**src/rtl/spi_slave_regs_pkg.sv**
```systemverilog
// Shared widths, SIZE encoding, FSM state codes and the size mask helper
// for the SPI register responder.
package spi_slave_regs_pkg;

  localparam int unsigned SPI_DWIDTH = 32;
  localparam int unsigned SPI_AWIDTH = 8;

  // Mask helper works on a wide word; callers truncate to their data width.
  localparam int unsigned MASK_W = 64;

  typedef enum logic [1:0] {
    SZ_BYTE = 2'b00,
    SZ_HALF = 2'b01,
    SZ_WORD = 2'b10,
    SZ_RSVD = 2'b11
  } spi_size_t;

  localparam logic [1:0] IDLE = 2'd0;
  localparam logic [1:0] CMD  = 2'd1;
  localparam logic [1:0] DATA = 2'd2;
  localparam logic [1:0] DONE = 2'd3;

  function automatic logic [MASK_W-1:0] size_mask(input spi_size_t sz);
    logic [MASK_W-1:0] m;
    m = '0;
    case (sz)
      SZ_BYTE: m = MASK_W'(64'h0000_0000_0000_00ff);
      SZ_HALF: m = MASK_W'(64'h0000_0000_0000_ffff);
      SZ_WORD: m = '1;
      default: m = '0;
    endcase
    return m;
  endfunction

endpackage

```
**src/rtl/spi_slave_regs_sync.sv**
```systemverilog
// Brings the asynchronous SPI pins into the clk domain and turns sclk/ss_n
// into single-cycle edge pulses.
module spi_slave_regs_sync (
  input  logic clk,
  input  logic rst,
  input  logic sclk,
  input  logic ss_n,
  input  logic mosi,
  output logic sclk_rise,
  output logic sclk_fall,
  output logic ss_rise,
  output logic ss_fall,
  output logic mosi_s
);

  logic [2:0] sclk_q;
  logic [2:0] ss_q;
  logic [1:0] mosi_q;

  // ss_n idles high, so its chain resets high to avoid a fake select edge.
  always_ff @(posedge clk or posedge rst) begin
    if (rst) begin
      sclk_q <= 3'b000;
      ss_q   <= 3'b111;
      mosi_q <= 2'b00;
    end else begin
      sclk_q <= {sclk_q[1:0], sclk};
      ss_q   <= {ss_q[1:0], ss_n};
      mosi_q <= {mosi_q[0], mosi};
    end
  end

  assign sclk_rise = sclk_q[1] & ~sclk_q[2];
  assign sclk_fall = ~sclk_q[1] & sclk_q[2];
  assign ss_rise   = ss_q[1] & ~ss_q[2];
  assign ss_fall   = ~ss_q[1] & ss_q[2];
  assign mosi_s    = mosi_q[1];

endmodule

```
**src/rtl/spi_slave_regs.sv**
```systemverilog
// SPI mode-0 responder: decodes {WR_EN, SIZE, ADDR, DATA} frames MSB first
// and writes or reads a local register bank.
module spi_slave_regs
  import spi_slave_regs_pkg::*;
#(
  parameter int unsigned DWIDTH = spi_slave_regs_pkg::SPI_DWIDTH,
  parameter int unsigned AWIDTH = spi_slave_regs_pkg::SPI_AWIDTH,
  parameter int unsigned NREGS  = 16
) (
  input  logic              clk,
  input  logic              rst,
  input  logic              sclk,
  input  logic              ss_n,
  input  logic              mosi,
  output logic              miso,
  output logic              miso_oe,
  output logic [DWIDTH-1:0] rd_data,
  output logic              rd_valid,
  output logic              wr_strobe,
  output logic              err
);

  localparam int unsigned CW   = 3 + AWIDTH;
  localparam int unsigned MAXW = (CW > DWIDTH) ? CW : DWIDTH;
  localparam int unsigned BW   = $clog2(MAXW);
  localparam int unsigned IW   = (NREGS > 1) ? $clog2(NREGS) : 1;

  localparam logic [BW-1:0] CMD_LAST  = BW'(CW - 1);
  localparam logic [BW-1:0] DATA_LAST = BW'(DWIDTH - 1);

  logic sclk_rise, sclk_fall, ss_rise, ss_fall, mosi_s;

  spi_slave_regs_sync u_sync (
    .clk       (clk),
    .rst       (rst),
    .sclk      (sclk),
    .ss_n      (ss_n),
    .mosi      (mosi),
    .sclk_rise (sclk_rise),
    .sclk_fall (sclk_fall),
    .ss_rise   (ss_rise),
    .ss_fall   (ss_fall),
    .mosi_s    (mosi_s)
  );

  logic [1:0]        state_q;
  logic [BW-1:0]     bit_cnt_q;
  logic [CW-2:0]     cmd_q;
  logic              wr_en_q;
  spi_size_t         size_q;
  logic [AWIDTH-1:0] addr_q;
  logic [DWIDTH-1:0] shreg_q;
  logic [DWIDTH-1:0] rd_word_q;
  logic              commit_q;
  logic              miso_q;
  logic [DWIDTH-1:0] rd_data_q;
  logic              rd_valid_q;
  logic              wr_strobe_q;
  logic              err_q;
  logic [DWIDTH-1:0] regs_q [NREGS];

  // Command decode uses the bit being sampled right now as the LSB.
  logic [CW-1:0]     cmd_word;
  logic              cmd_wr;
  spi_size_t         cmd_size;
  logic [AWIDTH-1:0] cmd_addr;
  logic              cmd_ok;
  logic [DWIDTH-1:0] load_word;

  assign cmd_word = {cmd_q, mosi_s};
  assign cmd_wr   = cmd_word[CW-1];
  assign cmd_size = spi_size_t'(cmd_word[AWIDTH+1:AWIDTH]);
  assign cmd_addr = cmd_word[AWIDTH-1:0];
  assign cmd_ok   = (32'(cmd_addr) < 32'(NREGS)) && (cmd_size != SZ_RSVD);

  always_comb begin
    load_word = '0;
    if (!cmd_wr && cmd_ok) begin
      load_word = regs_q[cmd_addr[IW-1:0]] & DWIDTH'(size_mask(cmd_size));
    end
  end

  logic              frame_ok;
  logic [IW-1:0]     wr_idx;
  logic [DWIDTH-1:0] cur_mask;
  logic [DWIDTH-1:0] merged;

  assign frame_ok = (32'(addr_q) < 32'(NREGS)) && (size_q != SZ_RSVD);
  assign wr_idx   = addr_q[IW-1:0];
  assign cur_mask = DWIDTH'(size_mask(size_q));
  assign merged   = (regs_q[wr_idx] & ~cur_mask) | (shreg_q & cur_mask);

  always_ff @(posedge clk or posedge rst) begin
    if (rst) begin
      state_q     <= IDLE;
      bit_cnt_q   <= '0;
      cmd_q       <= '0;
      wr_en_q     <= 1'b0;
      size_q      <= SZ_BYTE;
      addr_q      <= '0;
      shreg_q     <= '0;
      rd_word_q   <= '0;
      commit_q    <= 1'b0;
      miso_q      <= 1'b0;
      rd_data_q   <= '0;
      rd_valid_q  <= 1'b0;
      wr_strobe_q <= 1'b0;
      err_q       <= 1'b0;
    end else begin
      rd_valid_q  <= 1'b0;
      wr_strobe_q <= 1'b0;
      err_q       <= 1'b0;
      commit_q    <= 1'b0;

      // Commit runs independently of the FSM so a quick deselect cannot cut it.
      if (commit_q) begin
        err_q <= ~frame_ok;
        if (wr_en_q) begin
          wr_strobe_q <= frame_ok;
        end else begin
          rd_valid_q <= 1'b1;
          rd_data_q  <= rd_word_q;
        end
      end

      if (ss_rise) begin
        state_q <= IDLE;
        miso_q  <= 1'b0;
      end else begin
        case (state_q)
          IDLE: begin
            if (ss_fall) begin
              state_q   <= CMD;
              bit_cnt_q <= '0;
              miso_q    <= 1'b0;
            end
          end
          CMD: begin
            if (sclk_rise) begin
              cmd_q     <= cmd_word[CW-2:0];
              bit_cnt_q <= bit_cnt_q + 1'b1;
              if (bit_cnt_q == CMD_LAST) begin
                wr_en_q   <= cmd_wr;
                size_q    <= cmd_size;
                addr_q    <= cmd_addr;
                shreg_q   <= load_word;
                rd_word_q <= load_word;
                bit_cnt_q <= '0;
                state_q   <= DATA;
              end
            end
          end
          DATA: begin
            if (sclk_rise) begin
              shreg_q   <= {shreg_q[DWIDTH-2:0], mosi_s};
              bit_cnt_q <= bit_cnt_q + 1'b1;
              if (bit_cnt_q == DATA_LAST) begin
                state_q  <= DONE;
                commit_q <= 1'b1;
                miso_q   <= 1'b0;
              end
            end else if (sclk_fall && !wr_en_q) begin
              miso_q <= shreg_q[DWIDTH-1];
            end
          end
          default: ;
        endcase
      end
    end
  end

  always_ff @(posedge clk or posedge rst) begin
    if (rst) begin
      regs_q <= '{default: '0};
    end else if (commit_q && wr_en_q && frame_ok) begin
      regs_q[wr_idx] <= merged;
    end
  end

  assign miso      = miso_q;
  assign miso_oe   = (state_q != IDLE);
  assign rd_data   = rd_data_q;
  assign rd_valid  = rd_valid_q;
  assign wr_strobe = wr_strobe_q;
  assign err       = err_q;

endmodule
```
**config.mk**
```make
export PLATFORM = sky130hd
export DESIGN_NAME = spi_slave_regs
export DESIGN_NICKNAME = d
export VERILOG_FILES = /design/src/rtl/spi_slave_regs_pkg.sv /design/src/rtl/spi_slave_regs_sync.sv /design/src/rtl/spi_slave_regs.sv
export SDC_FILE = /design/constraint.sdc
export NUM_CORES = 2
export LEC_CHECK = 0
export ABC_AREA = 1
export CORE_MARGIN = 4
export CORE_UTILIZATION = 40
export CTS_CLUSTER_DIAMETER = 40
export CTS_CLUSTER_SIZE = 25
export DETAILED_ROUTE_END_ITERATION = 8
export GPL_ROUTABILITY_DRIVEN = 1
export SYNTH_ARGS = -nofsm -noshare
export SYNTH_HDL_FRONTEND = slang
export SYNTH_SLANG_ARGS = --single-unit
```
**constraint.sdc**
```tcl
create_clock -name clk -period 31 [get_ports clk]
set_input_delay 4.65 -clock clk [delete_from_list [all_inputs] [get_ports clk]]
set_output_delay 4.65 -clock clk [all_outputs]
set_load 0.03 [all_outputs]
```
# [Yosys cells after proc, flatten, opt, wreduce, memory -nomap -nowiden]
# Cells that the tools add are included.
[totals] romBits=0 output_inout_bits=37 wordCells=146 mem_bits_rw=0 latchBits=0 regBits=649 input_bits=5 memories=0
[classes] magnitude_cmp=5 n_addsub=1 n_shift=0 n_bitwise=18 div_mod_pow=0 n_reduce_logical=24 n_eq_ne=21 n_mul=0 mux=44
[op_table] cell="$bwmux 512" count=1
[op_table] cell="$mux 32" count=10
[op_table] cell="$bmux 32 s4" count=2
[op_table] cell="$pmux 32 s3" count=2
[op_table] cell="$demux 32 s4" count=1
[op_table] cell="$and 32x32->32" count=3
[op_table] cell="$pmux 32 s2" count=1
[op_table] cell="$not 32->32" count=1
[op_table] cell="$or 32x32->32" count=1
[op_table] cell="$mux 5" count=4
[op_table] cell="$lt 8x5->1 const B" count=2
[op_table] cell="$ne 3x3->1 const B" count=5
[op_table] cell="$pmux 5 s3" count=1
[op_table] cell="$mux 1" count=14
[op_table] cell="$mux 2" count=6
[op_table] cell="$ne 2x2->1 const B" count=6
[op_table] cell="$ge 5x5->1 const B" count=2
[op_table] cell="$not 4->5" count=2
[op_table] cell="$reduce_and 5->1" count=2
[op_table] cell="$ne 4x4->1 const B" count=2
[op_table] cell="$reduce_and 4->1" count=2
[op_table] cell="$logic_and 1x1->1" count=7
[op_table] cell="$not 1->1" count=7
[op_table] cell="$eq 2x1->1 const B" count=3
[op_table] cell="other kinds (16)" count=26

# [Depth between registers and ports, before layout]
[logic_depth] word_depth=9 mapped_depth=15 ltp_nobuf=11

# [Modules after synthesis]
# Synthesis repeated with hierarchy kept, for this count alone.
[hier_totals] hier_cells=5598 area_unflattened_um2=37289.5
[by_module_without_submodules] mod="spi_slave_regs" cells_per_inst=5581 area_each_um2=37051.8 seq_area_each_um2=16040.4 n_inst=1
[by_module_without_submodules] mod="spi_slave_regs_sync" cells_per_inst=17 area_each_um2=237.7 seq_area_each_um2=203.9 n_inst=1

# [Worst setup path after synthesis]
# Ideal clock, no wire load.
[synth_timing] path_type="reg2out" startpoint="register state_q[0]" endpoint="output miso_oe" required_time_ps=26350 arrival_ps=888 setup_slack_ps=25462 stages_incl_launch_ff=4 n_path_buf=0 path_cell_list="dfrtp_1 inv_1 ha_1 inv_1"
[synth_via] elab_chain_cells=1
[synth_lines] item="from (decl)" line_no="spi_slave_regs.sv:46" source="logic [1:0] state_q;"
[synth_lines] item="from (signal assigned)" line_no="spi_slave_regs.sv:95" source="state_q <= IDLE;"
[synth_lines] item="from (signal assigned)" line_no="spi_slave_regs.sv:127" source="state_q <= IDLE;"
[synth_lines] item="from (signal assigned)" line_no="spi_slave_regs.sv:133" source="state_q <= CMD;"
[synth_lines] item="$reduce_bool 2->1" line_no="spi_slave_regs.sv:181" source="assign miso_oe = (state_q != IDLE);"
[synth_lines] item="to (decl)" line_no="spi_slave_regs.sv:16" source="output logic miso_oe,"
# Every way passes these cells.

==> flow_summary.yaml <==
synthesis:
  seq_area_frac_synth_pct: 43.4
  synth_top_area_share_pct: 43.2
  post-synth-top-count-cell: "nand2_1"
  async_flop_share_pct: 100
  synth_largest_area_cell: "dfrtp_1"
  synth_commonest_cells: "2282 x nand2_1, 936 x nand3_1, 646 x dfrtp_1"
  yosysUniqueCellTypes: 31
  yosys_warnings: 0
  synth_ff_type: "dfrtp_1"
  synth_edf_count: 0
  synth_nets: 5641
  synth_area_um2: 37400
  syn_avg_cell_area_um2: 6.66
  synthTopCellsByArea: "dfrtp_1 43%, nand2_1 23%, nand3_1 13%"
  postSynthCellCount: 5620
  ys_seq_elements: 649
hold_path:
  hp-class: "flip-flop to flip-flop"
  worstHoldEndpoint: "u_sync.sclk_q[1]"
  worstHoldStart: "u_sync.sclk_q[0]"
  holdPathStages: 0
detailed_routing:
  drt-initial-drc-count: 5391
  wl_per_cell_um: 22.0
  route.vias.total: 38015
  dr.pass1.iters: 7
  route.antenna.remaining_nets: 0
  vias_per_cell: 5.57
  routed_wirelength_mm: 150
  drc: 0
sta:
  finalSetupViolCount: 0
  relSlewSlack_pct: 19.5
  whs_ns: 0.347
  worst_pin_slew_ns: 1.21
  rsz0062_at_grt: "false"
  period_share_pct: 24.4
  hold_viol: 0
  drv_slew: 0
  clock_skew_ns: 0.0192
  fin_setup_tns_ns: 0
  fin_crit_ns: 7.57
  max_freq_ghz: 0.132
cts:
  cts_tree: "yes"
  cts.htree.levels: 3
  clockBufferDepth: 3
  cts.sinks: 649
  path_clk_slew_ns: 0.06
  cts_hold_buf: 0
  post_cts_buffers: 0
  root_buffer: "clkbuf_16"
  cts_resized: 0
  numCtsBuffers: 117
  clock_latency_ns: 0.71
global_routing:
  grtUsageTotal_pct: 29.9
  grt_start_max_net_pins: 110
  grt_pass1_vias: 35260
  busiest_layer: "met2"
  grt_antenna_before_repair: 2
  gr-total-overflow: 0
  grtUsageMet3_pct: 6.55
  met1_usage_pct: 40.0
  grt_first_pass_wirelength_mm: 224
  grt_util_met2_pct: 46.0
layout:
  area_growth_pct: 13.3
  n_antenna_cell: 0
  n_fill_cell: 9491
  drive_gt1_share_pct: 6.61
  fin_nets: 5502
  fin_area_um2: 42400
critical_path:
  crit_slowest_cell: "buf_4"
  r2r_end: "shreg_q[17]"
  worstPathMaxFanout: 109
  regToRegStartpoint: "u_sync.mosi_q[1]"
  crit_family: "buffers and inverters"
  required_ns: 31.59
  crit_path_max_incr_delay_ns: 0.88
  reg2reg_slack_ns: 26.03
  cp_common_cell: "buf_4"
  start_kind: "input port"
  path_cells: "clkdlybuf4s50_1 > inv_8 > buf_4 > buf_4 > buf_4"
  cp-end-kind: "asynchronous set/reset pin"
  crit_type: "input port to asynchronous set/reset pin"
  crit_buf_inv: 5
  reg2reg_depth: 12
  crit_arrival_ns: 8.16
die:
  die_w_um: 314
  start_util_pct: 40.6
  die_y_um: 314
  io_pins: 42
  num_rows: 111
  die_area_um2: 98500
  core_um2: 92200
power_and_ir_drop:
  powerDensity_nw_per_um2: 63.7
  power.leakage_nw: 22.0
  irDropWorstVdd_mv: 0.0444
placed_design:
  gp_congestion: 0.838
  numPortBuffers: 41
  dpl_cell_area_um2: 38200
  post-dp-hpwl_mm: 77.7
job:
  cap_violations: 0
outcome:
  status: "finished clean"
-- where the power goes --
part	switching (mW)	leakage, nW	internal (mW)	total (mW)
registers	0.0301	9.02	0.868	0.898
logic	0.345	10.9	0.0985	0.444
clock network	0.496	2.01	0.860	1.36
total	0.872	22.0	1.83	2.70
-- layout by cell type, fill, tap and decap left out, types with 19 or more instances in the layout --
cell type	count
clkbuf_16	119
buf_4	75
dfrtp_1	641
nand3_1	932
nand2_1	2278
nor2_1	395
inv_1	549
nor2_4	19
o21ai_0	164
a21oi_1	128
o22ai_1	33
clkdlybuf4s50_1	41
-- kinds of logic after synthesis --
kind of cell / synth area share, %
adders and majority gates: 0.535
and+or+nand+nor: 40.4
DFF: 43.4
buffers and inverters: 10.7
muxes: 0.214
AOI/OAI and AO/OA: 4.66
xor gates and xnor gates: 0.0234
-- state kept, by name, indices dropped and copies added (netlist names) --
signal / flops
addr_q: 8
bit_cnt_q: 5
cmd_q: 10
commit_q: 1
err: 1
miso: 1
rd_data: 32
rd_valid: 1
rd_word_q: 32
regs_q: 512
shreg_q: 32
size_q: 2
state_q: 2
u_sync.mosi_q: 2
u_sync.sclk_q: 3
u_sync.ss_q: 3
wr_en_q: 1
wr_strobe: 1
-- metrics by stage --
step                      instances  worst slack, ns  power, mW  utilization [%]
after floorplan                5620             8.17       1.17                -
after global placement         6605            22.49       1.34             41.4
after detailed placement       6605            22.46       1.34             41.4
after CTS                      6826            23.24       2.70             46.0
after global routing           6826            22.82       2.78             46.0
final                          6826            23.43       2.70             46.0
-- layer usage --
| metal | vias up | wire length [um] |
|---|---|---|
| met5 | - | 29 |
| met4 | 4 | 9020 |
| met3 | 575 | 17900 |
| met2 | 2366 | 64300 |
| met1 | 17878 | 59000 |
| li1 | 17192 | - |
-- worst max path at each step --
stage	startpoint	to	slack, ns	cells past startpoint
6_report	rst	addr_q[0]	23.43	5
5_1_grt	rst	addr_q[0]	22.82	5
4_1_cts	rst	addr_q[0]	23.24	5
3_5_place_dp	rst	addr_q[0]	22.46	5
3_3_place_gp	rst	addr_q[0]	22.49	5
2_1_floorplan	rst	addr_q[0]	8.17	1
-- area by class of cell --
type	instances	area (um^2)	area share [%]
inverters	572	2170	5.12
clock inverters	76	946	2.23
flip-flops and latches	649	16300	38.4
repair buffers	116	973	2.30
multi-input cells	4025	17200	40.7
clock buffers	145	3250	7.66
well taps	1243	1560	3.67
No activity file was read; power rests on OpenSTA's default activity.
